===== src/rtl/mc_control_if.sv =====
// Control bundle between the multi-cycle controller and its datapath.
// The controller side (master) reads the instruction fields and ALU flags
// and drives every strobe, mux select and status output.
interface mc_control_if;
  logic [5:0] Op;
  logic [5:0] Funct;
  logic       ALU_zero;
  logic       ALU_overflow;
  logic [7:0] StateOut;
  logic       PCWrite;
  logic       PCWriteCond;
  logic       PCWriteCondN;
  logic       PC_load;
  logic       wr;
  logic       IorD;
  logic       IRWrite;
  logic       MDR_load;
  logic       A_load;
  logic       B_load;
  logic       ALUOut_load;
  logic       RegWrite;
  logic       EPC_load;
  logic       DP_reset;
  logic [2:0] ALU_sel;
  logic       ALUSrcA;
  logic [1:0] ALUSrcB;
  logic [1:0] MemtoReg;
  logic       RegDst;
  logic [1:0] PCSource;
  logic [1:0] Cause;
  logic       halted;

  modport master (
    input  Op, Funct, ALU_zero, ALU_overflow,
    output StateOut, PCWrite, PCWriteCond, PCWriteCondN, PC_load, wr, IorD,
           IRWrite, MDR_load, A_load, B_load, ALUOut_load, RegWrite, EPC_load,
           DP_reset, ALU_sel, ALUSrcA, ALUSrcB, MemtoReg, RegDst, PCSource,
           Cause, halted
  );

  modport slave (
    output Op, Funct, ALU_zero, ALU_overflow,
    input  StateOut, PCWrite, PCWriteCond, PCWriteCondN, PC_load, wr, IorD,
           IRWrite, MDR_load, A_load, B_load, ALUOut_load, RegWrite, EPC_load,
           DP_reset, ALU_sel, ALUSrcA, ALUSrcB, MemtoReg, RegDst, PCSource,
           Cause, halted
  );
endinterface


===== src/rtl/mc_control.sv =====
// mc_control: Moore controller for a multi-cycle MIPS-style datapath.
// Memory accesses (fetch, load, store) last MEM_WAIT cycles each, timed by a
// down-counter. Strobes decode from the state register; StateOut and Cause
// are registered.
module mc_control #(
  parameter int unsigned MEM_WAIT   = 2,
  parameter bit          EXC_ENABLE = 1'b1
) (
  input  logic         Clk,
  input  logic         Reset_signal,
  mc_control_if.master bus
);

  typedef enum logic [3:0] {
    S_RESET      = 4'd0,
    S_FETCH      = 4'd1,
    S_FETCH_WAIT = 4'd2,
    S_DECODE     = 4'd3,
    S_EXEC_R     = 4'd4,
    S_WB_R       = 4'd5,
    S_BRANCH     = 4'd6,
    S_MEM_ADDR   = 4'd7,
    S_LW_WAIT    = 4'd8,
    S_LW_WB      = 4'd9,
    S_SW_WAIT    = 4'd10,
    S_LUI_WB     = 4'd11,
    S_JUMP       = 4'd12,
    S_EXC        = 4'd13,
    S_HALT       = 4'd14
  } state_t;

  localparam logic [3:0] WAIT_INIT = 4'(MEM_WAIT - 1);

  localparam logic [5:0] OP_RTYPE = 6'h00;
  localparam logic [5:0] OP_J     = 6'h02;
  localparam logic [5:0] OP_BEQ   = 6'h04;
  localparam logic [5:0] OP_BNE   = 6'h05;
  localparam logic [5:0] OP_LUI   = 6'h0F;
  localparam logic [5:0] OP_LW    = 6'h23;
  localparam logic [5:0] OP_SW    = 6'h2B;

  localparam logic [5:0] FN_NOP   = 6'h00;
  localparam logic [5:0] FN_BREAK = 6'h0D;
  localparam logic [5:0] FN_ADD   = 6'h20;
  localparam logic [5:0] FN_SUB   = 6'h22;
  localparam logic [5:0] FN_AND   = 6'h24;
  localparam logic [5:0] FN_XOR   = 6'h26;

  state_t     state_r, next_state_s, decoded_s, dispatch_s;
  logic [3:0] cnt_r;
  logic [1:0] cause_r, cause_next_s;
  logic       cnt_zero_s, is_arith_s, ovf_trap_s, illegal_s;

  assign cnt_zero_s = (cnt_r == 4'd0);
  assign is_arith_s = (bus.Funct == FN_ADD) || (bus.Funct == FN_SUB);
  // Only add/sub can trap; and/xor ignore the overflow flag.
  assign ovf_trap_s = EXC_ENABLE && is_arith_s && bus.ALU_overflow;

  // Instruction decode: which state follows DECODE for the current IR.
  always_comb begin
    decoded_s = S_FETCH;
    illegal_s = 1'b0;
    case (bus.Op)
      OP_RTYPE: begin
        case (bus.Funct)
          FN_ADD, FN_SUB, FN_AND, FN_XOR: decoded_s = S_EXEC_R;
          FN_NOP:                         decoded_s = S_FETCH;
          FN_BREAK:                       decoded_s = S_HALT;
          default:                        illegal_s = 1'b1;
        endcase
      end
      OP_BEQ, OP_BNE: decoded_s = S_BRANCH;
      OP_LW, OP_SW:   decoded_s = S_MEM_ADDR;
      OP_LUI:         decoded_s = S_LUI_WB;
      OP_J:           decoded_s = S_JUMP;
      default:        illegal_s = 1'b1;
    endcase
    // With exceptions disabled an illegal instruction behaves as a nop.
    dispatch_s = (illegal_s && EXC_ENABLE) ? S_EXC : decoded_s;
  end

  // Next-state selection and the exception cause captured on entry to EXC.
  always_comb begin
    next_state_s = state_r;
    cause_next_s = cause_r;
    case (state_r)
      S_RESET:      next_state_s = S_FETCH;
      S_FETCH:      next_state_s = S_FETCH_WAIT;
      S_FETCH_WAIT: next_state_s = cnt_zero_s ? S_DECODE : S_FETCH_WAIT;
      S_DECODE: begin
        next_state_s = dispatch_s;
        cause_next_s = (dispatch_s == S_EXC) ? 2'b10 : cause_r;
      end
      S_EXEC_R: begin
        next_state_s = ovf_trap_s ? S_EXC : S_WB_R;
        cause_next_s = ovf_trap_s ? 2'b01 : cause_r;
      end
      S_MEM_ADDR:   next_state_s = (bus.Op == OP_SW) ? S_SW_WAIT : S_LW_WAIT;
      S_LW_WAIT:    next_state_s = cnt_zero_s ? S_LW_WB : S_LW_WAIT;
      S_SW_WAIT:    next_state_s = cnt_zero_s ? S_FETCH : S_SW_WAIT;
      S_WB_R, S_BRANCH, S_LW_WB, S_LUI_WB, S_JUMP, S_EXC:
                    next_state_s = S_FETCH;
      S_HALT:       next_state_s = S_HALT;
      default:      next_state_s = S_RESET;
    endcase
  end

  // State, cause and delayed state-code registers.
  always_ff @(posedge Clk or posedge Reset_signal) begin
    if (Reset_signal) begin
      state_r      <= S_RESET;
      cause_r      <= 2'b00;
      bus.StateOut <= 8'd0;
    end else begin
      state_r      <= next_state_s;
      cause_r      <= cause_next_s;
      bus.StateOut <= {4'd0, state_r};
    end
  end

  // Memory wait counter: loaded when an access starts, counts down to 0.
  always_ff @(posedge Clk or posedge Reset_signal) begin
    if (Reset_signal) begin
      cnt_r <= 4'd0;
    end else begin
      case (state_r)
        S_FETCH, S_MEM_ADDR:               cnt_r <= WAIT_INIT;
        S_FETCH_WAIT, S_LW_WAIT, S_SW_WAIT: cnt_r <= cnt_zero_s ? 4'd0 : (cnt_r - 4'd1);
        default:                           cnt_r <= cnt_r;
      endcase
    end
  end

  // Moore output decode; everything not driven by the current state stays 0.
  always_comb begin
    bus.PCWrite      = 1'b0;
    bus.PCWriteCond  = 1'b0;
    bus.PCWriteCondN = 1'b0;
    bus.wr           = 1'b0;
    bus.IorD         = 1'b0;
    bus.IRWrite      = 1'b0;
    bus.MDR_load     = 1'b0;
    bus.A_load       = 1'b0;
    bus.B_load       = 1'b0;
    bus.ALUOut_load  = 1'b0;
    bus.RegWrite     = 1'b0;
    bus.EPC_load     = 1'b0;
    bus.DP_reset     = 1'b0;
    bus.ALU_sel      = 3'b000;
    bus.ALUSrcA      = 1'b0;
    bus.ALUSrcB      = 2'b00;
    bus.MemtoReg     = 2'b00;
    bus.RegDst       = 1'b0;
    bus.PCSource     = 2'b00;
    bus.halted       = 1'b0;
    case (state_r)
      S_RESET: bus.DP_reset = 1'b1;
      S_FETCH: begin
        bus.IorD = 1'b0;
        bus.wr   = 1'b0;
      end
      S_FETCH_WAIT: begin
        // Instruction word arrives on the last wait cycle; PC += 4 alongside.
        bus.IRWrite  = cnt_zero_s;
        bus.MDR_load = cnt_zero_s;
        bus.PCWrite  = cnt_zero_s;
        bus.ALUSrcB  = cnt_zero_s ? 2'b01 : 2'b00;
        bus.ALU_sel  = cnt_zero_s ? 3'b001 : 3'b000;
      end
      S_DECODE: begin
        // Register read plus speculative branch-target computation.
        bus.A_load      = 1'b1;
        bus.B_load      = 1'b1;
        bus.ALUOut_load = 1'b1;
        bus.ALUSrcB     = 2'b11;
        bus.ALU_sel     = 3'b001;
      end
      S_EXEC_R: begin
        bus.ALUSrcA     = 1'b1;
        bus.ALUOut_load = 1'b1;
        case (bus.Funct)
          FN_ADD:  bus.ALU_sel = 3'b001;
          FN_SUB:  bus.ALU_sel = 3'b010;
          FN_AND:  bus.ALU_sel = 3'b011;
          FN_XOR:  bus.ALU_sel = 3'b100;
          default: bus.ALU_sel = 3'b000;
        endcase
      end
      S_WB_R: begin
        bus.RegWrite = 1'b1;
        bus.RegDst   = 1'b1;
      end
      S_BRANCH: begin
        bus.ALUSrcA      = 1'b1;
        bus.ALU_sel      = 3'b010;
        bus.PCSource     = 2'b01;
        bus.PCWriteCond  = (bus.Op == OP_BEQ);
        bus.PCWriteCondN = (bus.Op == OP_BNE);
      end
      S_MEM_ADDR: begin
        bus.ALUSrcA     = 1'b1;
        bus.ALUSrcB     = 2'b10;
        bus.ALU_sel     = 3'b001;
        bus.ALUOut_load = 1'b1;
      end
      S_LW_WAIT: begin
        bus.IorD     = 1'b1;
        bus.MDR_load = cnt_zero_s;
      end
      S_SW_WAIT: begin
        bus.IorD = 1'b1;
        bus.wr   = 1'b1;
      end
      S_LW_WB: begin
        bus.RegWrite = 1'b1;
        bus.MemtoReg = 2'b01;
      end
      S_LUI_WB: begin
        bus.RegWrite = 1'b1;
        bus.MemtoReg = 2'b10;
      end
      S_JUMP: begin
        bus.PCWrite  = 1'b1;
        bus.PCSource = 2'b10;
      end
      S_EXC: begin
        bus.EPC_load = 1'b1;
        bus.PCWrite  = 1'b1;
        bus.PCSource = 2'b11;
      end
      S_HALT:  bus.halted = 1'b1;
      // Unused encoding: clear the datapath while recovering through RESET.
      default: bus.DP_reset = 1'b1;
    endcase
    bus.PC_load = bus.PCWrite | (bus.PCWriteCond & bus.ALU_zero) |
                  (bus.PCWriteCondN & ~bus.ALU_zero);
    bus.Cause   = cause_r;
  end

endmodule


===== src/flat_wrapper.sv =====
// flat-port wrapper written by rule: the top's interface ports become plain ports
module mc_control_flat 
#(
  parameter int unsigned MEM_WAIT   = 2,
  parameter bit          EXC_ENABLE = 1'b1
)
  (Clk, Reset_signal, bus_Op, bus_Funct, bus_ALU_zero, bus_ALU_overflow, bus_StateOut, bus_PCWrite, bus_PCWriteCond, bus_PCWriteCondN, bus_PC_load, bus_wr, bus_IorD, bus_IRWrite, bus_MDR_load, bus_A_load, bus_B_load, bus_ALUOut_load, bus_RegWrite, bus_EPC_load, bus_DP_reset, bus_ALU_sel, bus_ALUSrcA, bus_ALUSrcB, bus_MemtoReg, bus_RegDst, bus_PCSource, bus_Cause, bus_halted);
  mc_control_if bus_i ();
  input  logic Clk;
  input  logic Reset_signal;
  input wire logic [$bits(bus_i.Op)-1:0] bus_Op;
  input wire logic [$bits(bus_i.Funct)-1:0] bus_Funct;
  input wire logic [$bits(bus_i.ALU_zero)-1:0] bus_ALU_zero;
  input wire logic [$bits(bus_i.ALU_overflow)-1:0] bus_ALU_overflow;
  output wire logic [$bits(bus_i.StateOut)-1:0] bus_StateOut;
  output wire logic [$bits(bus_i.PCWrite)-1:0] bus_PCWrite;
  output wire logic [$bits(bus_i.PCWriteCond)-1:0] bus_PCWriteCond;
  output wire logic [$bits(bus_i.PCWriteCondN)-1:0] bus_PCWriteCondN;
  output wire logic [$bits(bus_i.PC_load)-1:0] bus_PC_load;
  output wire logic [$bits(bus_i.wr)-1:0] bus_wr;
  output wire logic [$bits(bus_i.IorD)-1:0] bus_IorD;
  output wire logic [$bits(bus_i.IRWrite)-1:0] bus_IRWrite;
  output wire logic [$bits(bus_i.MDR_load)-1:0] bus_MDR_load;
  output wire logic [$bits(bus_i.A_load)-1:0] bus_A_load;
  output wire logic [$bits(bus_i.B_load)-1:0] bus_B_load;
  output wire logic [$bits(bus_i.ALUOut_load)-1:0] bus_ALUOut_load;
  output wire logic [$bits(bus_i.RegWrite)-1:0] bus_RegWrite;
  output wire logic [$bits(bus_i.EPC_load)-1:0] bus_EPC_load;
  output wire logic [$bits(bus_i.DP_reset)-1:0] bus_DP_reset;
  output wire logic [$bits(bus_i.ALU_sel)-1:0] bus_ALU_sel;
  output wire logic [$bits(bus_i.ALUSrcA)-1:0] bus_ALUSrcA;
  output wire logic [$bits(bus_i.ALUSrcB)-1:0] bus_ALUSrcB;
  output wire logic [$bits(bus_i.MemtoReg)-1:0] bus_MemtoReg;
  output wire logic [$bits(bus_i.RegDst)-1:0] bus_RegDst;
  output wire logic [$bits(bus_i.PCSource)-1:0] bus_PCSource;
  output wire logic [$bits(bus_i.Cause)-1:0] bus_Cause;
  output wire logic [$bits(bus_i.halted)-1:0] bus_halted;
  assign bus_i.Op = bus_Op;
  assign bus_i.Funct = bus_Funct;
  assign bus_i.ALU_zero = bus_ALU_zero;
  assign bus_i.ALU_overflow = bus_ALU_overflow;
  assign bus_StateOut = bus_i.StateOut;
  assign bus_PCWrite = bus_i.PCWrite;
  assign bus_PCWriteCond = bus_i.PCWriteCond;
  assign bus_PCWriteCondN = bus_i.PCWriteCondN;
  assign bus_PC_load = bus_i.PC_load;
  assign bus_wr = bus_i.wr;
  assign bus_IorD = bus_i.IorD;
  assign bus_IRWrite = bus_i.IRWrite;
  assign bus_MDR_load = bus_i.MDR_load;
  assign bus_A_load = bus_i.A_load;
  assign bus_B_load = bus_i.B_load;
  assign bus_ALUOut_load = bus_i.ALUOut_load;
  assign bus_RegWrite = bus_i.RegWrite;
  assign bus_EPC_load = bus_i.EPC_load;
  assign bus_DP_reset = bus_i.DP_reset;
  assign bus_ALU_sel = bus_i.ALU_sel;
  assign bus_ALUSrcA = bus_i.ALUSrcA;
  assign bus_ALUSrcB = bus_i.ALUSrcB;
  assign bus_MemtoReg = bus_i.MemtoReg;
  assign bus_RegDst = bus_i.RegDst;
  assign bus_PCSource = bus_i.PCSource;
  assign bus_Cause = bus_i.Cause;
  assign bus_halted = bus_i.halted;
  mc_control #(.MEM_WAIT(MEM_WAIT), .EXC_ENABLE(EXC_ENABLE)) u_core (.Clk(Clk), .Reset_signal(Reset_signal), .bus(bus_i));
endmodule

===== config.mk =====
export PLATFORM = sky130hd
export DESIGN_NAME = mc_control_flat
export DESIGN_NICKNAME = d
export VERILOG_FILES = /design/src/rtl/mc_control_if.sv /design/src/rtl/mc_control.sv /design/src/flat_wrapper.sv
export SDC_FILE = /design/constraint.sdc
export NUM_CORES = 1
export LEC_CHECK = 0
export CORE_AREA = 2 2 55 57
export CTS_BUF_LIST = sky130_fd_sc_hd__clkbuf_16
export DETAILED_ROUTE_END_ITERATION = 10
export DIE_AREA = 0 0 57 59
export PLACE_DENSITY = 0.84
export SYNTH_ARGS = -nofsm -noshare
export SYNTH_HDL_FRONTEND = slang
export SYNTH_SLANG_ARGS = --single-unit

===== constraint.sdc =====
create_clock -name Clk -period 4.4 [get_ports Clk]
set_clock_uncertainty 0.05 [all_clocks]
set_input_delay 0.44 -clock Clk [delete_from_list [all_inputs] [get_ports Clk]]
set_output_delay 0.44 -clock Clk [all_outputs]
set_load 0.02 [all_outputs]

==> impl_metrics.yaml, run 1 <==
pwr:
  vdd.ir_drop.worst_v: 0.000478
  power.leakage_nw: 0.674
  powerDensity_mw_per_mm2: 542
synth:
  muxShareOfSynthArea: 0.00805
  synth_xor_area_frac: 0.0282
  ys_types: 53
  postSynthAreaPerCell_um2: 7.32
  synth-compound-area-share: 0.220
  synth_enable_flop_cells: 0
  synth_top_family_by_area: "simple AND/OR/NAND/NOR gates"
  synth_warnings: 0
  synthCells: 170
  netlist_area_mm2: 0.00124
  async_flop_share: 1.00
  synthSimpleGateAreaFrac: 0.368
  ys_seq_elements: 14
  synth-main-ff-cell: "dfrtp_1"
  yosysSeqAreaShare: 0.282
  synthAdderAreaFrac: 0
clocking:
  htreeDepth: 1
  path_clk_slew_ns: 0.05
  clkLatencyLatePin_ns: 0.24
  ctsResizeCount: 0
  cts.sinks: 14
  holdBufCountCts: 0
  postCtsSetupBuffers: 0
  cts-root-buf: "clkbuf_16"
  cts_tree: "yes"
  clk_path_buf_depth: 2
  cts-buffers-inserted: 3
sta:
  grt_setup_unrepaired: "no"
  setup_ws_ns: 1.16
  finalCritPeriodShare: 0.736
  max_freq_mhz: 309
  final_hold_viol_count: 0
  setup_viol: 0
  hold_slack_ns: 0.422
  drv_slew: 0
  setup_tns_ns: 0
  fin_crit_ns: 3.24
  tightest_slew_ns: 0.681
  max_slew_margin: 0.546
grt:
  grt_pass1_vias: 1311
  grt_max_degree: 25
  gr-total-overflow: 0
  globalRouteTotalUtil: 0.221
  grt_pass1_wl_um: 5880
  antenna_found_initial: 0
run_status:
  status: "completed"
drt:
  drc: 0
  antenna_left: 0
  drt_wl_total_um: 3460
  num_vias: 1409
  wire_per_inst_um: 14.5
  post_drt_via_cell_ratio: 5.90
  dr.pass1.iters: 4
  drt_first_iter_violations: 67
cells_and_area:
  nets: 225
  drive_gt1_frac: 0.0385
  final_cell_mix: "clkdlybuf4s50_1 (47), nor2_1 (22), nand2_1 (14), dfrtp_1 (14), a21oi_1 (10)"
  antenna_cells: 0
  area_growth_pct: 41.5
  layout_commonest_cell: "clkdlybuf4s50_1"
  finish.utilization: 0.650
  design_area_mm2: 0.00176
critical_path:
  crit_required_ns: 3.91
  cp.arrival_ns: 2.75
  slowest_stage: "dfrtp_1"
  crit_type: "reg2out"
  critPathTopFamily: "simple AND/OR/NAND/NOR gates"
  start_kind: "register"
  cp_max_fo: 20
  endpoint_kind: "output pin"
  critical_path.max_stage_delay_ns: 0.76
  critPathBufInv: 1
  worstPathCellList: "nand2b_1, or4_1, o21ai_1, o21bai_1, clkdlybuf4s50_1"
floorplan:
  initial_utilization: 0.459
  core_mm2: 0.00271
  die_w_um: 57
  io_pins: 52
  die_h_um: 59
  dieArea_mm2: 0.00336
  rows: 19
placed_design:
  portBuffers: 47
  dp_slack_ns: 1.27
  dp_hpwl_um: 2540
  place_congestion: 0.793
  placed_area_mm2: 0.00168
job:
  drv_cap: 0
worst_hold_path:
  hold_path.class: "reg2reg"
==> stage by stage <==
step / std cells / power [W]
after floorplan: 173 / 0.000578
after global placement: 235 / 0.000765
after detailed placement: 235 / 0.000779
after CTS: 239 / 0.000957
after global routing: 239 / 0.00102
final: 239 / 0.000954
==> report_power, final <==
part | switching [W] | internal [W] | leakage (nW) | total, W
Combinational | 0.000284 | 0.000240 | 0.460 | 0.000525
Sequential | 0.0000941 | 0.000164 | 0.175 | 0.000258
Clock | 0.0000516 | 0.000120 | 0.0385 | 0.000172
==> cell families (layout without fill, tap and decap cells) <==
| logic type | Yosys count | count (layout) |
|---|---|---|
| AND/OR/NAND/NOR | 84 | 84 |
| AO/OA/AOI/OAI | 42 | 42 |
| buffers and inverters | 24 | 59 |
| flip-flops | 14 | 14 |
| XOR/XNOR | 4 | 4 |
| other | 1 | 4 |
| multiplexers | 1 | 1 |
==> worst paths after layout <==
kind                                      from                     end  slack, ns  depth (start not counted)
setup / recovery             u_core.state_r[1]             bus_PC_load       1.16                          5
hold / removal             u_core.bus.Cause[1]     u_core.bus.Cause[1]       0.42                          1
setup reg to reg             u_core.state_r[1]         u_core.cnt_r[2]       2.38                          4
hold reg to reg            u_core.bus.Cause[1]     u_core.bus.Cause[1]       0.42                          1
max in group asynchronous         Reset_signal         u_core.cnt_r[0]       3.48                          2
min in group asynchronous         Reset_signal  u_core.bus.StateOut[1]       0.48                          2
==> sequential cells by signal (all words and copies together) (netlist names) <==
signal               cells
u_core.state_r           4
u_core.bus.StateOut      4
u_core.cnt_r             4
u_core.bus.Cause         2
==> worst register-to-register path: stages (launching register included) <==
cell and delay [ns]:
dfrtp_1 0.76, nor2_1 0.18, nor3_1 0.46, a21oi_1 0.17
a22o_1 0.29
==> per-layer routing <==
layer | part of all wire | up-vias | track usage
li1 | - | 679 | -
met1 | 0.41 | 637 | 0.295
met2 | 0.48 | 81 | 0.356
met3 | 0.078 | 12 | 0.0371
met4 | 0.028 | 0 | 0.0963
met5 | 0 | - | 0
==> final cells by class <==
cell class	count	area [um2]
Timing Repair Buffer	47	470
Multi-Input combinational cell	135	792
Fill cell	245	950
Clock inverter	1	3.75
Clock buffer	3	75.1
Tap cell	31	38.8
Sequential cell	14	350
Inverter	8	30.0
==> synthesized netlist by cell type, types with 2 or more instances <==
| library cell | n | area share |
|---|---|---|
| a211o_1 | 2 | 0.014 |
| a21oi_1 | 10 | 0.040 |
| buf_1 | 2 | 0.0060 |
| buf_2 | 3 | 0.012 |
| buf_4 | 5 | 0.030 |
| clkbuf_1 | 6 | 0.018 |
| dfrtp_1 | 14 | 0.28 |
| inv_1 | 7 | 0.021 |
| nand2_1 | 14 | 0.042 |
| nand2b_1 | 6 | 0.030 |
| nand3_1 | 5 | 0.020 |
| nand4_1 | 2 | 0.010 |
| nor2_1 | 22 | 0.066 |
| nor2b_1 | 6 | 0.030 |
| nor3_1 | 6 | 0.024 |
| nor3b_1 | 3 | 0.018 |
| nor4_1 | 4 | 0.020 |
| o2111ai_1 | 2 | 0.014 |
| o211ai_1 | 3 | 0.018 |
| o21a_1 | 2 | 0.012 |
| o21ai_0 | 8 | 0.032 |
| o21ai_1 | 3 | 0.012 |
| o21bai_1 | 2 | 0.012 |
| or3_1 | 2 | 0.010 |
| xnor2_1 | 2 | 0.014 |
| xor2_1 | 2 | 0.014 |
No activity file was read; power rests on OpenSTA's default activity.
==> run 2: changes to the inputs <==
--- a/config.mk
+++ b/config.mk
@@ -5,11 +5,11 @@
 export SDC_FILE = /design/constraint.sdc
 export NUM_CORES = 1
 export LEC_CHECK = 0
-export CORE_AREA = 2 2 55 57
+export CORE_AREA = 2 2 57 59
 export CTS_BUF_LIST = sky130_fd_sc_hd__clkbuf_16
 export DETAILED_ROUTE_END_ITERATION = 10
-export DIE_AREA = 0 0 57 59
-export PLACE_DENSITY = 0.84
+export DIE_AREA = 0 0 59 61
+export PLACE_DENSITY = 0.79
 export SYNTH_ARGS = -nofsm -noshare
 export SYNTH_HDL_FRONTEND = slang
 export SYNTH_SLANG_ARGS = --single-unit
==> constraint.sdc (replaced) <==
create_clock -name Clk -period 3.1 [get_ports Clk]
set_clock_uncertainty 0.05 [all_clocks]
set_input_delay 0.31 -clock Clk [delete_from_list [all_inputs] [get_ports Clk]]
set_output_delay 0.31 -clock Clk [all_outputs]
set_load 0.02 [all_outputs]
==> run 2 against run 1 <==
The run now ends with design-rule violations left. Clock-buffer cell count stayed put. Global-route usage shrank 2.3 points. Non-clock buffer count rose by 4. Highest routed layer unchanged. Worst setup slack worse by 0.94 ns. First-iteration DRC count decreased by 21%. Sequential power up 7%. Register-to-register slack lost 1.1 ns. Sequential cell count is the same. Largest power group unchanged. Final cell count is 2.5% higher. Sequential share of layout area shrank 0.36 points. Clock power increased by 41%. Worst hold slack got worse by 0.070 ns.
==> impl_metrics.yaml, run 2 (synthesis results as in run 1) <==
run_status:
  status: "finished with violations"
  failed_checks: "design-rule violations"
critical_path:
  critPathTopFamily: "simple AND/OR/NAND/NOR gates"
  r2r_start: "u_core.state_r[3]"
  slowest_stage: "clkdlybuf4s50_1"
  crit_required_ns: 2.74
  cp.depth: 6
  crit_type: "reg2out"
  ff2ff_path_depth: 5
  r2r_end: "u_core.cnt_r[2]"
  endpoint_kind: "output pin"
  critical_path.max_stage_delay_ns: 0.61
  critPathBufInv: 1
  worstPathCellList: "nor3_2, nand2b_1, or4_1, o21ai_1, o21bai_1, clkdlybuf4s50_1"
  r2r_slack_ns: 1.28
  start_kind: "register"
  cp_max_fo: 6
  cp.arrival_ns: 2.51
pwr:
  seqPwrFrac: 0.199
  vdd.ir_drop.worst_v: 0.000351
  pwr-share-clk: 0.175
  pwr-share-comb: 0.626
  power.internal_w: 0.000772
  powerDensity_mw_per_mm2: 772
  sw_frac_of_total: 0.442
  finalPower_w: 0.00138
  power.leakage_nw: 0.694
  switchingPower_w: 0.000612
clocking:
  ctsResizeCount: 0
  cts.sinks: 14
  cts_tree: "yes"
  htreeDepth: 1
  cts-buffers-inserted: 3
  clk_path_buf_depth: 2
  path_clk_slew_ns: 0.05
  cts-root-buf: "clkbuf_16"
  postCtsSetupBuffers: 0
  clkLatencyLatePin_ns: 0.24
  holdBufCountCts: 0
cells_and_area:
  drive_gt1_frac: 0.0566
  area_growth_pct: 44.2
  design_area_mm2: 0.00179
  instances_no_fill: 245
  final_cell_mix: "clkdlybuf4s50_1 (47), nor2_1 (22), nand2_1 (14), dfrtp_1 (14), a21oi_1 (10)"
  antenna_cells: 0
  nets: 229
  reg.largest.list: "u_core.bus.StateOut: 4 flops, u_core.cnt_r: 4 flops, u_core.state_r: 4 flops"
  nFillCells: 277
  layout_commonest_cell: "clkdlybuf4s50_1"
drt:
  num_vias: 1390
  antenna_left: 0
  wire_per_inst_um: 13.9
  post_drt_via_cell_ratio: 5.67
  drt_wl_total_um: 3390
  drt_first_iter_violations: 53
  drc: 1
  dr.pass1.iters: 7
sta:
  finalCritPeriodShare: 0.927
  max_freq_mhz: 348
  setup_ws_ns: 0.226
  max_slew_margin: 0.606
  setup_tns_ns: 0
  fin_crit_ns: 2.87
  grt_setup_unrepaired: "no"
  tightest_slew_ns: 0.577
  drv_slew: 0
  final_hold_viol_count: 0
  setup_viol: 0
placed_design:
  dp_slack_ns: 0.242
  place_congestion: 0.933
  placed_area_mm2: 0.00171
  portBuffers: 47
  dp_cells: 241
  dp_hpwl_um: 2650
worst_hold_path:
  hold_path.class: "in2async"
grt:
  globalRouteTotalUtil: 0.199
  grt_max_degree: 23
  gr-total-overflow: 0
  grt_pass1_vias: 1319
  antenna_found_initial: 0
  grt_pass1_wl_um: 5600
floorplan:
  die_h_um: 61
  initial_utilization: 0.421
  io_pins: 52
  rows: 20
  dieArea_mm2: 0.00360
  core_mm2: 0.00295
  die_w_um: 59
job:
  drv_cap: 0
run 2: layout make-up:
type,count,area (um2),share of cell area
multi-input cells,135,792,0.442
repair buffers,51,500,0.279
flip-flops and latches,14,350,0.195
clock buffers,3,75.1,0.0419
well taps,33,41.3,0.0230
inverters,8,30.0,0.0167
clock inverters,1,3.75,0.00209
run 2: power groups by stage:
stage	Combinational (W)	Clock, W	Sequential, W
finish	0.000866	0.000243	0.000275
CTS	0.000868	0.000247	0.000276
global route	0.000942	0.000253	0.000286
global placement	0.000851	0	0.000276
floorplan	0.000529	0	0.000292
detailed placement	0.000865	0	0.000278
run 2: worst max-delay path by stage:
| stage | from | to | slack [ns] |
|---|---|---|---|
| 2_1_floorplan | u_core.cnt_r[0] | bus_ALU_sel[0] | 0.94 |
| 5_1_grt | u_core.cnt_r[0] | bus_PC_load | 0.03 |
| 6_report | u_core.cnt_r[0] | bus_PC_load | 0.23 |
| 4_1_cts | u_core.cnt_r[0] | bus_PC_load | 0.21 |
| 3_3_place_gp | bus_Funct[0] | bus_ALU_sel[2] | 0.30 |
| 3_5_place_dp | bus_Funct[0] | bus_ALU_sel[2] | 0.24 |
run 2: per-layer routing:
| metal | vias up | GRT usage | routed length [um] |
|---|---|---|---|
| li1 | 684 | - | - |
| met1 | 649 | 0.236 | 1470 |
| met2 | 53 | 0.357 | 1660 |
| met3 | 4 | 0.0362 | 213 |
| met4 | 0 | 0.0747 | 46 |
| met5 | - | 0 | 0 |
run 2: through the flow:
stage / util / hold slack, ns
floorplan: - / 0.149
global placement: 0.581 / 0.412
detailed placement: 0.581 / 0.429
CTS: 0.607 / 0.377
global route: 0.607 / 0.422
finish: 0.607 / 0.352
